File: src/rtl/spi_ram.sv
// ---------------------------------------------------------------------------
// spi_ram
//   Command-driven byte RAM sitting behind an SPI slave. Each rx_valid cycle
//   carries one 10-bit word: din[9:8] selects the command, din[7:0] is the
//   payload.
//     00 : load write address      01 : write payload to mem[wr_addr]
//     10 : load read address       11 : read mem[rd_addr] into dout
//   A read raises tx_valid for TX_HOLD cycles so the slave can shift dout out.
//   Any other command during that window cuts the window short; another read
//   restarts it with tx_valid kept high.
//
// Ports
//   clk      in   1   clock, rising edge
//   rst_n    in   1   synchronous active-low reset
//   din      in  10   command word {cmd[1:0], payload[7:0]}
//   rx_valid in   1   din qualifier, one command per high cycle
//   dout     out  8   read data (holds after tx_valid falls)
//   tx_valid out  1   dout valid for shifting out
//
// Build option
//   SPI_RAM_ADDR_AUTOINC_EN : when defined, wr_addr advances after every
//   command 01 and rd_addr after every command 11, wrapping at 2^ADDR_SIZE.
// ---------------------------------------------------------------------------
module spi_ram #(
  parameter int MEM_DEPTH = 256,
  parameter int ADDR_SIZE = 8,
  parameter int TX_HOLD   = 9
) (
  input  logic       clk,
  input  logic       rst_n,
  input  logic [9:0] din,
  input  logic       rx_valid,
  output logic [7:0] dout,
  output logic       tx_valid
);

`ifdef SPI_RAM_ADDR_AUTOINC_EN
  localparam bit AUTOINC = 1'b1;
`else
  localparam bit AUTOINC = 1'b0;
`endif

  localparam int CNT_W = (TX_HOLD < 1) ? 1 : $clog2(TX_HOLD + 1);

  localparam logic [1:0] CMD_WR_ADDR = 2'b00;
  localparam logic [1:0] CMD_WR_DATA = 2'b01;
  localparam logic [1:0] CMD_RD_ADDR = 2'b10;
  localparam logic [1:0] CMD_RD_DATA = 2'b11;

  logic [7:0]           mem [MEM_DEPTH];

  logic [ADDR_SIZE-1:0] wr_addr_q, wr_addr_d;
  logic [ADDR_SIZE-1:0] rd_addr_q, rd_addr_d;
  logic [7:0]           dout_q, dout_d;
  logic                 tx_valid_q, tx_valid_d;
  logic [CNT_W-1:0]     hold_q, hold_d;

  logic                 wr_in_range;
  logic                 rd_in_range;
  logic [7:0]           rd_word;

  // Addresses beyond the populated depth are legal to hold but never touch
  // storage: writes are dropped and reads return zero.
  assign wr_in_range = (int'(wr_addr_q) < MEM_DEPTH);
  assign rd_in_range = (int'(rd_addr_q) < MEM_DEPTH);
  assign rd_word     = rd_in_range ? mem[rd_addr_q] : 8'h00;

  always_comb begin
    wr_addr_d  = wr_addr_q;
    rd_addr_d  = rd_addr_q;
    dout_d     = dout_q;
    tx_valid_d = tx_valid_q;
    hold_d     = hold_q;

    // Hold window countdown; tx_valid drops on the edge the count hits 0,
    // giving exactly TX_HOLD high cycles after the read edge.
    if (tx_valid_q) begin
      if (hold_q <= CNT_W'(1)) begin
        tx_valid_d = 1'b0;
        hold_d     = '0;
      end else begin
        hold_d = hold_q - 1'b1;
      end
    end

    // A new command overrides the countdown above.
    if (rx_valid) begin
      case (din[9:8])
        CMD_WR_ADDR: begin
          wr_addr_d  = din[ADDR_SIZE-1:0];
          tx_valid_d = 1'b0;
          hold_d     = '0;
        end
        CMD_WR_DATA: begin
          // Increment happens even when the write itself is dropped.
          if (AUTOINC) wr_addr_d = wr_addr_q + 1'b1;
          tx_valid_d = 1'b0;
          hold_d     = '0;
        end
        CMD_RD_ADDR: begin
          rd_addr_d  = din[ADDR_SIZE-1:0];
          tx_valid_d = 1'b0;
          hold_d     = '0;
        end
        default: begin
          dout_d     = rd_word;
          tx_valid_d = 1'b1;
          hold_d     = CNT_W'(TX_HOLD);
          if (AUTOINC) rd_addr_d = rd_addr_q + 1'b1;
        end
      endcase
    end
  end

  always_ff @(posedge clk) begin
    if (!rst_n) begin
      wr_addr_q  <= '0;
      rd_addr_q  <= '0;
      dout_q     <= 8'h00;
      tx_valid_q <= 1'b0;
      hold_q     <= '0;
    end else begin
      wr_addr_q  <= wr_addr_d;
      rd_addr_q  <= rd_addr_d;
      dout_q     <= dout_d;
      tx_valid_q <= tx_valid_d;
      hold_q     <= hold_d;
    end
  end

  // Storage is never cleared; only the write path is gated by reset so a
  // command presented during reset cannot land in memory.
  always_ff @(posedge clk) begin
    if (rst_n && rx_valid && (din[9:8] == CMD_WR_DATA) && wr_in_range) begin
      mem[wr_addr_q] <= din[7:0];
    end
  end

  assign dout     = dout_q;
  assign tx_valid = tx_valid_q;

endmodule

File: config.mk
export PLATFORM = sky130hd
export DESIGN_NAME = spi_ram
export DESIGN_NICKNAME = d
export VERILOG_FILES = /design/src/rtl/spi_ram.sv
export SDC_FILE = /design/constraint.sdc
export NUM_CORES = 2
export LEC_CHECK = 0
export ABC_CLOCK_PERIOD_IN_PS = 3200
export BUFFER_PORTS_ARGS = -buffer_cell sky130_fd_sc_hd__buf_2
export CORE_UTILIZATION = 60
export DETAILED_ROUTE_END_ITERATION = 16
export PLACE_DENSITY = 0.74
export SYNTH_ARGS = -nofsm -noshare
export SYNTH_HDL_FRONTEND = slang
export SYNTH_SLANG_ARGS = --single-unit
File: constraint.sdc
create_clock -name clk -period 3.2 [get_ports clk]
set_clock_uncertainty 0.1 [all_clocks]
set_input_delay 0.64 -clock clk [delete_from_list [all_inputs] [get_ports clk]]
set_output_delay 0.64 -clock clk [all_outputs]
set_load 0.03 [all_outputs]
* Yosys cells after proc, flatten, opt, wreduce, memory -nomap -nowiden
Memory sizes are Yosys's and may differ from the RTL's. A register that Yosys moved wholly into a read port is not among the register bits.
Index checks and enable logic that the tools add are counted.
** Operators by class
- Equal/unequal tests :: 2
- Reductions and logical operators :: 9
- Bitwise logic cells :: 1
- $lt $le $gt $ge :: 1
- $add $sub $neg :: 1
- Mux-type cells :: 10
** Operators with widths (number)
- $mux 4 :: 4
- $mux 1 :: 6
- $reduce_and 2->1 :: 3
- $le 4x1->1 const B :: 1
- $sub 4x1->4 const B :: 1
- $reduce_or 3->1 :: 1
- $eq 2x1->1 const B :: 1
- $eq 2x2->1 const B :: 1
- $logic_and 1x1->1 :: 2
- $logic_not 2->1 :: 1
- $reduce_bool 2->1 :: 1
- $logic_not 1->1 :: 1
- $not 1->1 :: 1
** Storage, ports and cells
- Memories :: 1
- Input port bits :: 13
- Bits in writable memories :: 2048
- Output and inout bits :: 9
- Logic and storage cells :: 29
- Flip-flop bits (word level) :: 21
** Memories
- mem :: words 256, bits a word 8, rd ports 1, clocked after Yosys merged registers in 1, wr ports 1, RTL line 50 : logic [7:0] mem [MEM_DEPTH];

* Depth between registers and ports, before layout
- Depth in word-level cells :: 4
- Mapped depth :: 12
- Depth with buffers taken out :: 8

* Least setup slack after synthesis
OpenSTA, ideal clock, no wires.
- Kind :: input to register
- From :: input din[9]
- To :: memory mem[104][0], enable pin
- Stages on the path :: 6
- Arrival :: 2.184 ns
- Slack :: 0.546 ns
- Required time :: 2.730 ns
- Library setup time :: 0.370 ns
- Path buffers :: 3
- Cells stage by stage :: and4b_1 > clkbuf_1 > clkbuf_1 > nand3_1 > clkbuf_1 > nor2_1
** On the way
- Longest elaborated chain between the ends :: 4
** RTL lines
- start: declaration :: RTL line 31 : input logic [9:0] din,
- $eq 2x1->1 :: RTL line 134 : if (rst_n && rx_valid && (din[9:8] == CMD_WR_DATA) && wr_in_range) begin
- $logic_and 1x1->1 :: RTL line 134
- $mux 1 :: RTL line 134
- $mux 1 (not written as such) :: RTL line 135 : mem[wr_addr_q] <= din[7:0];
- end: declaration :: RTL line 50
No other way between the ends.

==> impl_summary.txt <==
----------------------------------------------------
[STA]
  Worst hold slack across all endpoints ... 195.1 ps
  Endpoints failing hold ... 0
  Unrepaired setup endpoints after global routing ... true
  Minimum clock period ... 3202 ps
  Number of pins with negative max-slew slack in the final report ... 0
  Post-route clock period utilization ... 100.1%
  Final WS setup ... -1.977 ps
  Slew of the pin with the lowest slew margin ... 1046 ps
  Worst slew margin relative to its limit ... 29.61%
  Final total negative setup slack ... -1.977 ps
  Timing-limited maximum frequency ... 312.3 MHz
  Setup violations, final ... 1

[Pwr]
  Proportion of power drawn by combinational gates ... 3.6%
  Power share of the clock group ... 40.4%
  LEAKAGE ... 28.84 nW
  Largest vdd supply drop ... 420.1 µV
  Power after layout ... 53.40 mW
  Net switching fraction of the power ... 20.70%
  Portion of total power attributed to sequential cells ... 56.0%
  Internal power ... 42.34 mW
  Cell area power density ... 577.1 nW/µm²
  Sw power ... 11.05 mW

[Setup path]
  Setup crit start kind ... register
  R2R Path Start ... rd_addr_q[4]
  R2r endpoint ... dout[0]
  Largest stage delay, worst path ... 660 ps
  Cell count along the critical path ... 9
  Flop2flop setup slack ... -2 ps
  Cell type group with the largest total delay on the critical path ... simple AND/OR/NAND/NOR gates
  Kind of end point of the critical path ... register
  Worst setup endpoint ... dout[0]
  Top fanout value on the critical path ... 46
  Critical Path AT ... 3870 ps
  Critical Path Most Common Cell ... buf_12
  Buf+Inv Stages, Crit Path ... 3
  Worst setup path category ... register to register
  Cell depth of the worst flop-to-flop path ... 9
  Critical path, cell by cell ... buf_12, nor2_4, buf_12, a22oi_1, nand2_1, a31oi_2, buf_4, nor4_1, a311o_1
  Worst setup path startpoint ... rd_addr_q[4]
  Critical path data required time ... 3870 ps
  Cell with the largest stage delay on the worst path ... nor4_1

[Placed design]
  Number of buffers inserted by port buffering ... 21
  Post-DP Area ... 86430 µm²
  Dpl hpwl ... 125800 µm
  Routability-driven placement congestion ratio ... 0.8887
  Post-Place Setup Slack ... -544.9 ps
  Post-placement cell count ... 5989

[Finish]
  Proportion of layout cells with a drive suffix above 1 ... 28.12%
  Non-filler cells, final ... 6348
  Most common library cell in the layout ignoring fill and taps ... edfxtp_1
  Number of nets in the final layout ... 4443
  Fillers ... 7973
  Summed area of non-filler cells in the final layout ... 92520 µm²
  Most frequent cells in the layout ... edfxtp_1 (2048), buf_4 (478), mux4_2 (427)
  Area growth syn-to-layout ... 14.71%
  Share of the core filled with cells ... 69.33%

[Synth]
  Number of distinct library cells after synthesis ... 57
  Average size of a mapped cell ... 20.64 µm²
  Share of flip-flops with an asynchronous set or reset after synthesis ... 0%
  Total number of yosys warnings ... 0
  Synthesized area ... 80660 µm²
  Synth Net Count ... 3922
  Synth Instances ... 3907
  Number of synthesized flops with an enable pin ... 2048
  Number of synthesized register bits ... 2077
  Sequential-to-total area share from yosys stat ... 76.97%
  Post-synth top flop ... edfxtp_1

[CTS]
  Clock tree root buffer cell ... clkbuf_16
  Maximum level of the CTS H-tree ... 4
  CTS tree ... yes
  Number of buffers created by CTS ... 194
  Deepest clock path buffer count ... 3
  Register clock-pin slew on the reported worst setup and hold paths ... 60 ps
  Clock insertion delay at the later pin of the skew report ... 840 ps
  Clk sink count ... 2077

[Die]
  Initial Utilization ... 60.44%
  Full die area ... 135900 µm²
  Number of placed I/O pins ... 22
  Chip Width ... 368.6 µm
  Die Ht ... 368.6 µm
  Floorplan Core Area ... 133500 µm²
  Site row count ... 134

[GRT]
  Routing usage on met3 ... 6.989%
  Most Used Layer, Global Route ... met2
  Antenna violations before repair ... 11
  Grt met2 use ... 45.38%
  Total routing resource utilization after global routing ... 30.17%
  Global-route wire length before repair ... 291700 µm
  Maximum number of pins on one net before global-route repair ... 110
  GRT Residual Overflow ... 0
  GRT met1 Usage ... 43.94%
  Number of global-route vias before repair ... 42080

[Run status]
  Result of the run ... complete, but fails checks
  Failing checks ... negative setup slack

[Route]
  Final wirelength ... 202700 µm
  WL/cell ... 31.93 µm
  DRT Pass-1 Iters ... 6
  Iter 0 DRT Violations ... 6459
  Post-detailed-route DRC marker count ... 0
  Vias after detailed routing ... 42710
  Antenna viol nets, final ... 0
  Vias per inst ... 6.729

[Run]
  Count of max-cap constraint violations ... 0

[Worst hold path]
  Class of the tightest hold or removal check ... input port to register

----------------------------------------------------
==> worst register-to-register path: cells and delay by family (launching register included) <==
| family | cells | cell delay [ps] |
|---|---|---|
| AOI/OAI and AO/OA | 3 | 680 |
| buffers and inverters | 3 | 690 |
| DFF | 1 | 420 |
| and+or+nand+nor | 3 | 1250 |
==> state kept, by name, summed over array words and instances, names as in the netlist <==
name / count
wr_addr_q: 8
tx_valid: 1
hold_q: 4
mem: 2048
dout: 8
rd_addr_q: 8
==> how the worst min path moves through the flow <==
stage	startpoint	to	slack (ps)	cells after the start
floorplan	hold_q[2]	hold_q[2]	420	2
global placement	dout[4]	dout[4]	380	2
detailed placement	dout[4]	dout[4]	400	2
CTS	rst_n	hold_q[3]	140	3
global route	rst_n	hold_q[3]	190	3
finish	rst_n	hold_q[3]	200	3
==> layout make-up <==
| class | instances | area [µm²] | share of cell area (%) |
|---|---|---|---|
| flip-flops and latches | 2077 | 62090 | 67.11 |
| multi-input cells | 1582 | 17270 | 18.67 |
| clock buffers | 244 | 5127 | 5.542 |
| repair buffers | 567 | 5096 | 5.508 |
| well taps | 1768 | 2212 | 2.391 |
| clock inverters | 101 | 689.4 | 0.7451 |
| inverters | 6 | 23.77 | 0.02569 |
| diodes | 3 | 7.507 | 0.008114 |
==> synthesized netlist by cell type (all sizes together) (4+ instances only) <==
cell type  count  area share, %
edfxtp      2048             76
mux4         427             12
nor2         275            1.3
mux2i        219            2.7
buf          123            1.2
clkbuf       119           0.55
a22oi         78           0.73
nand2         69           0.32
nand3         68           0.42
o22ai         64           0.50
a21oi         49           0.30
o221ai        44           0.48
nor2b         34           0.26
dfxtp         29           0.72
a2111oi       24           0.26
a211oi        23           0.21
nor3          22           0.14
nand4         21           0.16
nor4          19           0.15
o21ai         19           0.12
a22o          16           0.17
and2          16           0.12
mux2          13           0.18
and3          10          0.078
o211ai         9          0.084
a31oi          7          0.054
o21a           6          0.056
o31ai          6          0.056
a211o          5          0.054
inv            5          0.023
nor3b          5          0.047
nand3b         4          0.037
or4            4          0.037
==> per-layer routing <==
layer	part of all wire [%]	routed length, µm
met5	0.020	41
met3	13	25670
met1	37	75480
met4	3.8	7660
met2	46	93830
==> logic make-up after synthesis <==
logic type	Yosys count	share of synthesized area, %
and+or+nand+nor	563	3.210
muxes	659	14.82
DFF	2077	76.97
buffers and inverters	248	1.803
AOI/OAI and AO/OA	358	3.166
adders and majority gates	2	0.03102
==> power by group through the flow <==
stage	Combinational [mW]	Sequential, mW	Clock (mW)
floorplan	0.889	30.5	0
CTS	1.90	29.9	21.7
detailed placement	1.88	30.5	0
finish	1.93	29.9	21.6
global route	2.01	29.9	22.7
global placement	1.84	30.5	0
==> repair_timing <==
| item | in CTS | in global routing |
|---|---|---|
| gates resized for setup | 17 | 12 |
| endpoints found under the setup margin | 7 | 5 |
| gates cloned | 0 | 2 |
| hold buffers | 2 | 0 |
| pin swaps | 0 | 1 |
| endpoints found under the hold margin | 11 | 0 |
| setup buffers | 2 | 5 |
No activity file was read; power rests on OpenSTA's default activity.
